**config.mk**
```make
export PLATFORM = sky130hd
export DESIGN_NAME = ysyx_23060136_ifu_pc_gen
export DESIGN_NICKNAME = d
export VERILOG_FILES = /design/src/rtl/ysyx_23060136_ifu_pc_gen.sv
export SDC_FILE = /design/constraint.sdc
export NUM_CORES = 1
export LEC_CHECK = 0
export CAP_MARGIN = 20
export CORE_MARGIN = 4
export CORE_UTILIZATION = 40
export CTS_BUF_LIST = sky130_fd_sc_hd__clkbuf_4
export DETAILED_ROUTE_END_ITERATION = 16
export GPL_ROUTABILITY_DRIVEN = 0
export GPL_TIMING_DRIVEN = 0
export PLACE_DENSITY = 0.73
export SYNTH_ARGS = -nofsm -noshare
export SYNTH_HDL_FRONTEND = slang
export SYNTH_SLANG_ARGS = --single-unit
```
**constraint.sdc**
```tcl
create_clock -name clk -period 2.5 [get_ports clk]
set_input_delay 0.5 -clock clk [delete_from_list [all_inputs] [get_ports clk]]
set_output_delay 0.5 -clock clk [all_outputs]
set_load 0.02 [all_outputs]
```
**src/rtl/ysyx_23060136_ifu_pc_gen.sv**
```systemverilog
// ysyx_23060136 IFU: program-counter generator and IF/ID pipeline register.
// Keeps one fetch in flight at a time; a redirect can discard that fetch.
module ysyx_23060136_ifu_pc_gen #(
    parameter logic [31:0] RESET_PC = 32'h8000_0000,
    parameter logic [31:0] NOP      = 32'h0000_0013
) (
    input  logic        clk,
    input  logic        rst,
    input  logic        redirect_valid,
    input  logic [31:0] redirect_pc,
    output logic        fetch_req,
    output logic [31:0] fetch_pc,
    input  logic        fetch_done,
    input  logic [31:0] fetch_inst,
    input  logic        fetch_err,
    output logic        id_valid,
    input  logic        id_ready,
    output logic [31:0] id_pc,
    output logic [31:0] id_inst,
    output logic        id_err
);

    typedef enum logic [1:0] {
        S_REQ,
        S_WAIT,
        S_DRAIN
    } state_e;

    state_e      state_q, state_d;
    logic [31:0] pc_q, pc_d;
    logic        id_valid_q, id_valid_d;
    logic [31:0] id_pc_q, id_pc_d;
    logic [31:0] id_inst_q, id_inst_d;
    logic        id_err_q, id_err_d;

    logic        slot_free;
    logic        capture;
    logic [31:0] redirect_tgt;

    // Low two bits of the target are forced to zero (word aligned).
    assign redirect_tgt = redirect_pc & 32'hFFFF_FFFC;
    assign slot_free    = !id_valid_q || id_ready;

    // A new request only when idle, the IF/ID slot drains and no redirect.
    assign fetch_req = (state_q == S_REQ) && slot_free && !redirect_valid;

    // A response is kept only for a live fetch with no redirect this cycle.
    assign capture = (state_q == S_WAIT) && fetch_done && !redirect_valid;

    assign fetch_pc = pc_q;
    assign id_valid = id_valid_q;
    assign id_pc    = id_pc_q;
    assign id_inst  = id_inst_q;
    assign id_err   = id_err_q;

    // Next fetch state and PC.
    always_comb begin
        state_d = state_q;
        pc_d    = pc_q;
        unique case (state_q)
            S_REQ: begin
                if (redirect_valid) begin
                    pc_d = redirect_tgt;
                end else if (slot_free) begin
                    state_d = S_WAIT;
                end
            end
            S_WAIT: begin
                if (capture) begin
                    pc_d    = pc_q + 32'd4;
                    state_d = S_REQ;
                end else if (redirect_valid) begin
                    pc_d    = redirect_tgt;
                    state_d = fetch_done ? S_REQ : S_DRAIN;
                end
            end
            S_DRAIN: begin
                if (redirect_valid) begin
                    pc_d = redirect_tgt;
                end
                if (fetch_done) begin
                    state_d = S_REQ;
                end
            end
            default: begin
                state_d = S_REQ;
            end
        endcase
    end

    // IF/ID register: load beats handshake clear, redirect flush beats both.
    always_comb begin
        id_valid_d = id_valid_q;
        id_pc_d    = id_pc_q;
        id_inst_d  = id_inst_q;
        id_err_d   = id_err_q;
        if (id_valid_q && id_ready) begin
            id_valid_d = 1'b0;
        end
        if (capture) begin
            id_valid_d = 1'b1;
            id_pc_d    = pc_q;
            id_inst_d  = fetch_inst;
            id_err_d   = fetch_err;
        end
        if (redirect_valid) begin
            id_valid_d = 1'b0;
            id_inst_d  = NOP;
            id_err_d   = 1'b0;
        end
    end

    // State, PC and IF/ID flops with synchronous reset.
    always_ff @(posedge clk) begin
        if (rst) begin
            state_q    <= S_REQ;
            pc_q       <= RESET_PC;
            id_valid_q <= 1'b0;
            id_pc_q    <= 32'h0;
            id_inst_q  <= NOP;
            id_err_q   <= 1'b0;
        end else begin
            state_q    <= state_d;
            pc_q       <= pc_d;
            id_valid_q <= id_valid_d;
            id_pc_q    <= id_pc_d;
            id_inst_q  <= id_inst_d;
            id_err_q   <= id_err_d;
        end
    end

endmodule

```
==> metrics.yaml <==
grt_pass1_vias: 5223
cpLargestDelayFamily: "simple AND/OR/NAND/NOR gates"
ios: 169
synth.distinct_cells: 73
path_max_fanout: 9
synth.most_common_cell: "nand2_1"
cts-htree-levels: 3
drc_errors: 0
track_usage_pct: 24.5
setup_violations: 0
vias: 5425
drv_cap: 0
cellPowerDensity_mw_per_mm2: 493
maxSlewViolCount: 0
wl_mm: 17.3
post-place-ws_ns: -0.894
hold_end: "state_q[1]"
postSynthAreaPerCell_um2: 7.88
crit_buf_inv: 0
viasPerCell: 5.85
rr_startpoint: "fetch_pc[5]"
tightest_slew_ns: 1.06
numPortBuffers: 165
synth_edf_count: 0
cp.depth: 4
layout.cells.non_filler: 928
antenna_found_initial: 1
synth_fp_nets: 672
clock-sinks: 100
slew_headroom_pct: 28.7
clock_skew_ns: 0.0157
syn-cell-area_mm2: 0.00474
p_leak_nw: 2.27
finalSetupTns_ns: 0
path_class: "reg2reg"
cts_setup_buffers: 0
postCtsHoldBufs: 0
yosysWarnings: 0
fin_nets: 850
numCtsBuffers: 9
design_area_mm2: 0.00680
rows: 39
max_freq_mhz: 402
clock_tree.buffer_depth: 2
ys_seq_area_share_pct: 42.2
arrival_ns: 2.89
cts_tree: "yes"
core_mm2: 0.0115
crit_chain: "nand4_1 > or4_4 > or4_1 > a32oi_1"
drive_gt1_share_pct: 7.02
grt_overflow_total: 0
clk_pin_slew_ns: 0.16
ys_seq_elements: 100
area_growth_pct: 43.5
first_iter_violations: 561
startpoint_type: "register"
hold_viol: 0
hold_path_class: "in2reg"
worstSetupEndpointType: "register"
place_area_mm2: 0.00657
synth_area_leaders: "dfxtp_1 42%, nand2_1 12%, a21oi_1 9.1%, clkbuf_1 2.5%, nor2_1 2.5%"
clk_latency_ns: 0.46
dp_hpwl_mm: 12.7
r2r_slack_ns: 0.01
synth_flop_cell: "dfxtp_1"
design.die.area_mm2: 0.0137
ctsRootBufferMaster: "clkbuf_4"
status: "finished, final reports clean"
r2r_end: "fetch_pc[31]"
syn_inst: 601
power_mw: 3.35
grt_pass1_wl_mm: 26.2
rr_worst_depth: 4
firstDrtPassIters: 6
holdPathStages: 2
ir_drop_mv: 0.289
synthArstFlopShare_pct: 0
dieWidth_um: 117
cp_data_required_time_ns: 2.90
start_util_pct: 41.1
ant_nets: 0
die_y_um: 117
layout_min_cycle_time_ns: 2.49
grt_max_degree: 17
rsz0062_at_grt: "false"
synth_top_area_share_pct: 42.2
synth_common_cells: "146 x nand2_1, 100 x dfxtp_1, 86 x a21oi_1, 32 x clkbuf_1, 31 x nor2_1"
synth_top_area_cell: "dfxtp_1"
min_period_over_period_pct: 99.6
cp_slowest_cell: "or4_4"
wire_per_inst_um: 18.6
critPathMaxStageDelay_ns: 0.68
setup_ws_ns: 0.00998
dp_cells: 909
hold_start: "fetch_done"
[kinds of logic (layout without fill, tap and decap cells)]
| group | count (synthesis) | after routing | share of synthesized area (%) |
|---|---|---|---|
| and+or+nand+nor | 279 | 279 | 28.5 |
| AOI/OAI and AO/OA | 164 | 164 | 22.0 |
| DFF | 100 | 100 | 42.2 |
| buffers and inverters | 55 | 238 | 6.57 |
| adders and majority gates | 1 | 1 | 0.264 |
| xor gates and xnor gates | 1 | 1 | 0.185 |
| muxes | 1 | 1 | 0.238 |
| other | 0 | 1 | 0 |
[routing by layer]
layer  vias up  track usage [%]  share of wire [%]
met1      2539             31.2                 40
met4         0             11.9                3.3
li1       2522                -                  -
met3        52             4.22                8.8
met2       312             40.2                 48
met5         -                0                  0
[placed cells by master (no fill, tap or decap), types with 3 or more instances in the layout]
| cell type | instances |
|---|---|
| nand2b_1 | 8 |
| and3_1 | 5 |
| clkbuf_4 | 11 |
| clkdlybuf4s50_1 | 164 |
| nand3b_1 | 4 |
| o211ai_1 | 3 |
| nand2_1 | 146 |
| a311oi_1 | 4 |
| nand4_1 | 16 |
| nor4b_1 | 4 |
| o21a_1 | 3 |
| clkbuf_1 | 26 |
| nand3_1 | 14 |
| clkbuf_8 | 5 |
| and4_1 | 4 |
| o221ai_1 | 7 |
| inv_1 | 6 |
| o22ai_1 | 3 |
| buf_2 | 4 |
| a21oi_1 | 86 |
| o31ai_1 | 3 |
| dfxtp_1 | 98 |
| a211oi_1 | 5 |
| buf_1 | 3 |
| o21ai_0 | 13 |
| a31oi_1 | 4 |
| a311o_1 | 4 |
| or4_1 | 5 |
| clkbuf_2 | 5 |
| nor2_1 | 31 |
| nor4_1 | 13 |
| nor3_1 | 11 |
[report_power, final]
part	switching (mW)	internal, mW
combinational	0.316	0.313
sequential	0.0853	1.65
clock	0.567	0.418
[registers in the layout, summed over array words and instances (netlist names)]
name and flops:
id_pc 32, state_q 2, fetch_pc 32, id_valid 1, id_inst 32, id_err 1
[area by class of cell]
| cell class | count | area (um2) |
|---|---|---|
| Clock buffer | 10 | 75.1 |
| Inverter | 7 | 26.3 |
| Sequential cell | 100 | 2010 |
| Multi-Input combinational cell | 446 | 2450 |
| Tap cell | 143 | 179 |
| Clock inverter | 6 | 86.3 |
| Buffer | 48 | 312 |
| Fill cell | 1068 | 4720 |
| Antenna cell | 1 | 2.50 |
| Timing Repair Buffer | 167 | 1660 |
[worst max-delay path by stage]
stage | start | endpoint | slack [ns]
6_report | fetch_pc[5] | fetch_pc[31] | 0.01
2_1_floorplan | fetch_pc[2] | fetch_pc[24] | 0.1
4_1_cts | redirect_valid | fetch_req | 0.03
3_3_place_gp | redirect_valid | fetch_req | -0.91
5_1_grt | fetch_pc[5] | fetch_pc[31] | 0.005
3_5_place_dp | redirect_valid | fetch_req | -0.89
[what timing repair did]
action                     4_1_cts  5_1_grt
pin swaps                        0        1
gates resized for setup         16       13
gates cloned                     0        0
setup endpoints to repair       56       18
hold endpoints to repair         0        0
[metrics by stage]
stage	hold WS [ns]	util, %
6_report	0.312	59.0
5_1_grt	0.293	59.0
4_1_cts	0.272	58.6
3_5_place_dp	0.447	57.0
3_3_place_gp	0.442	57.0
2_1_floorplan	0.533	-
Note: power is estimated with default switching activity, not from simulation.
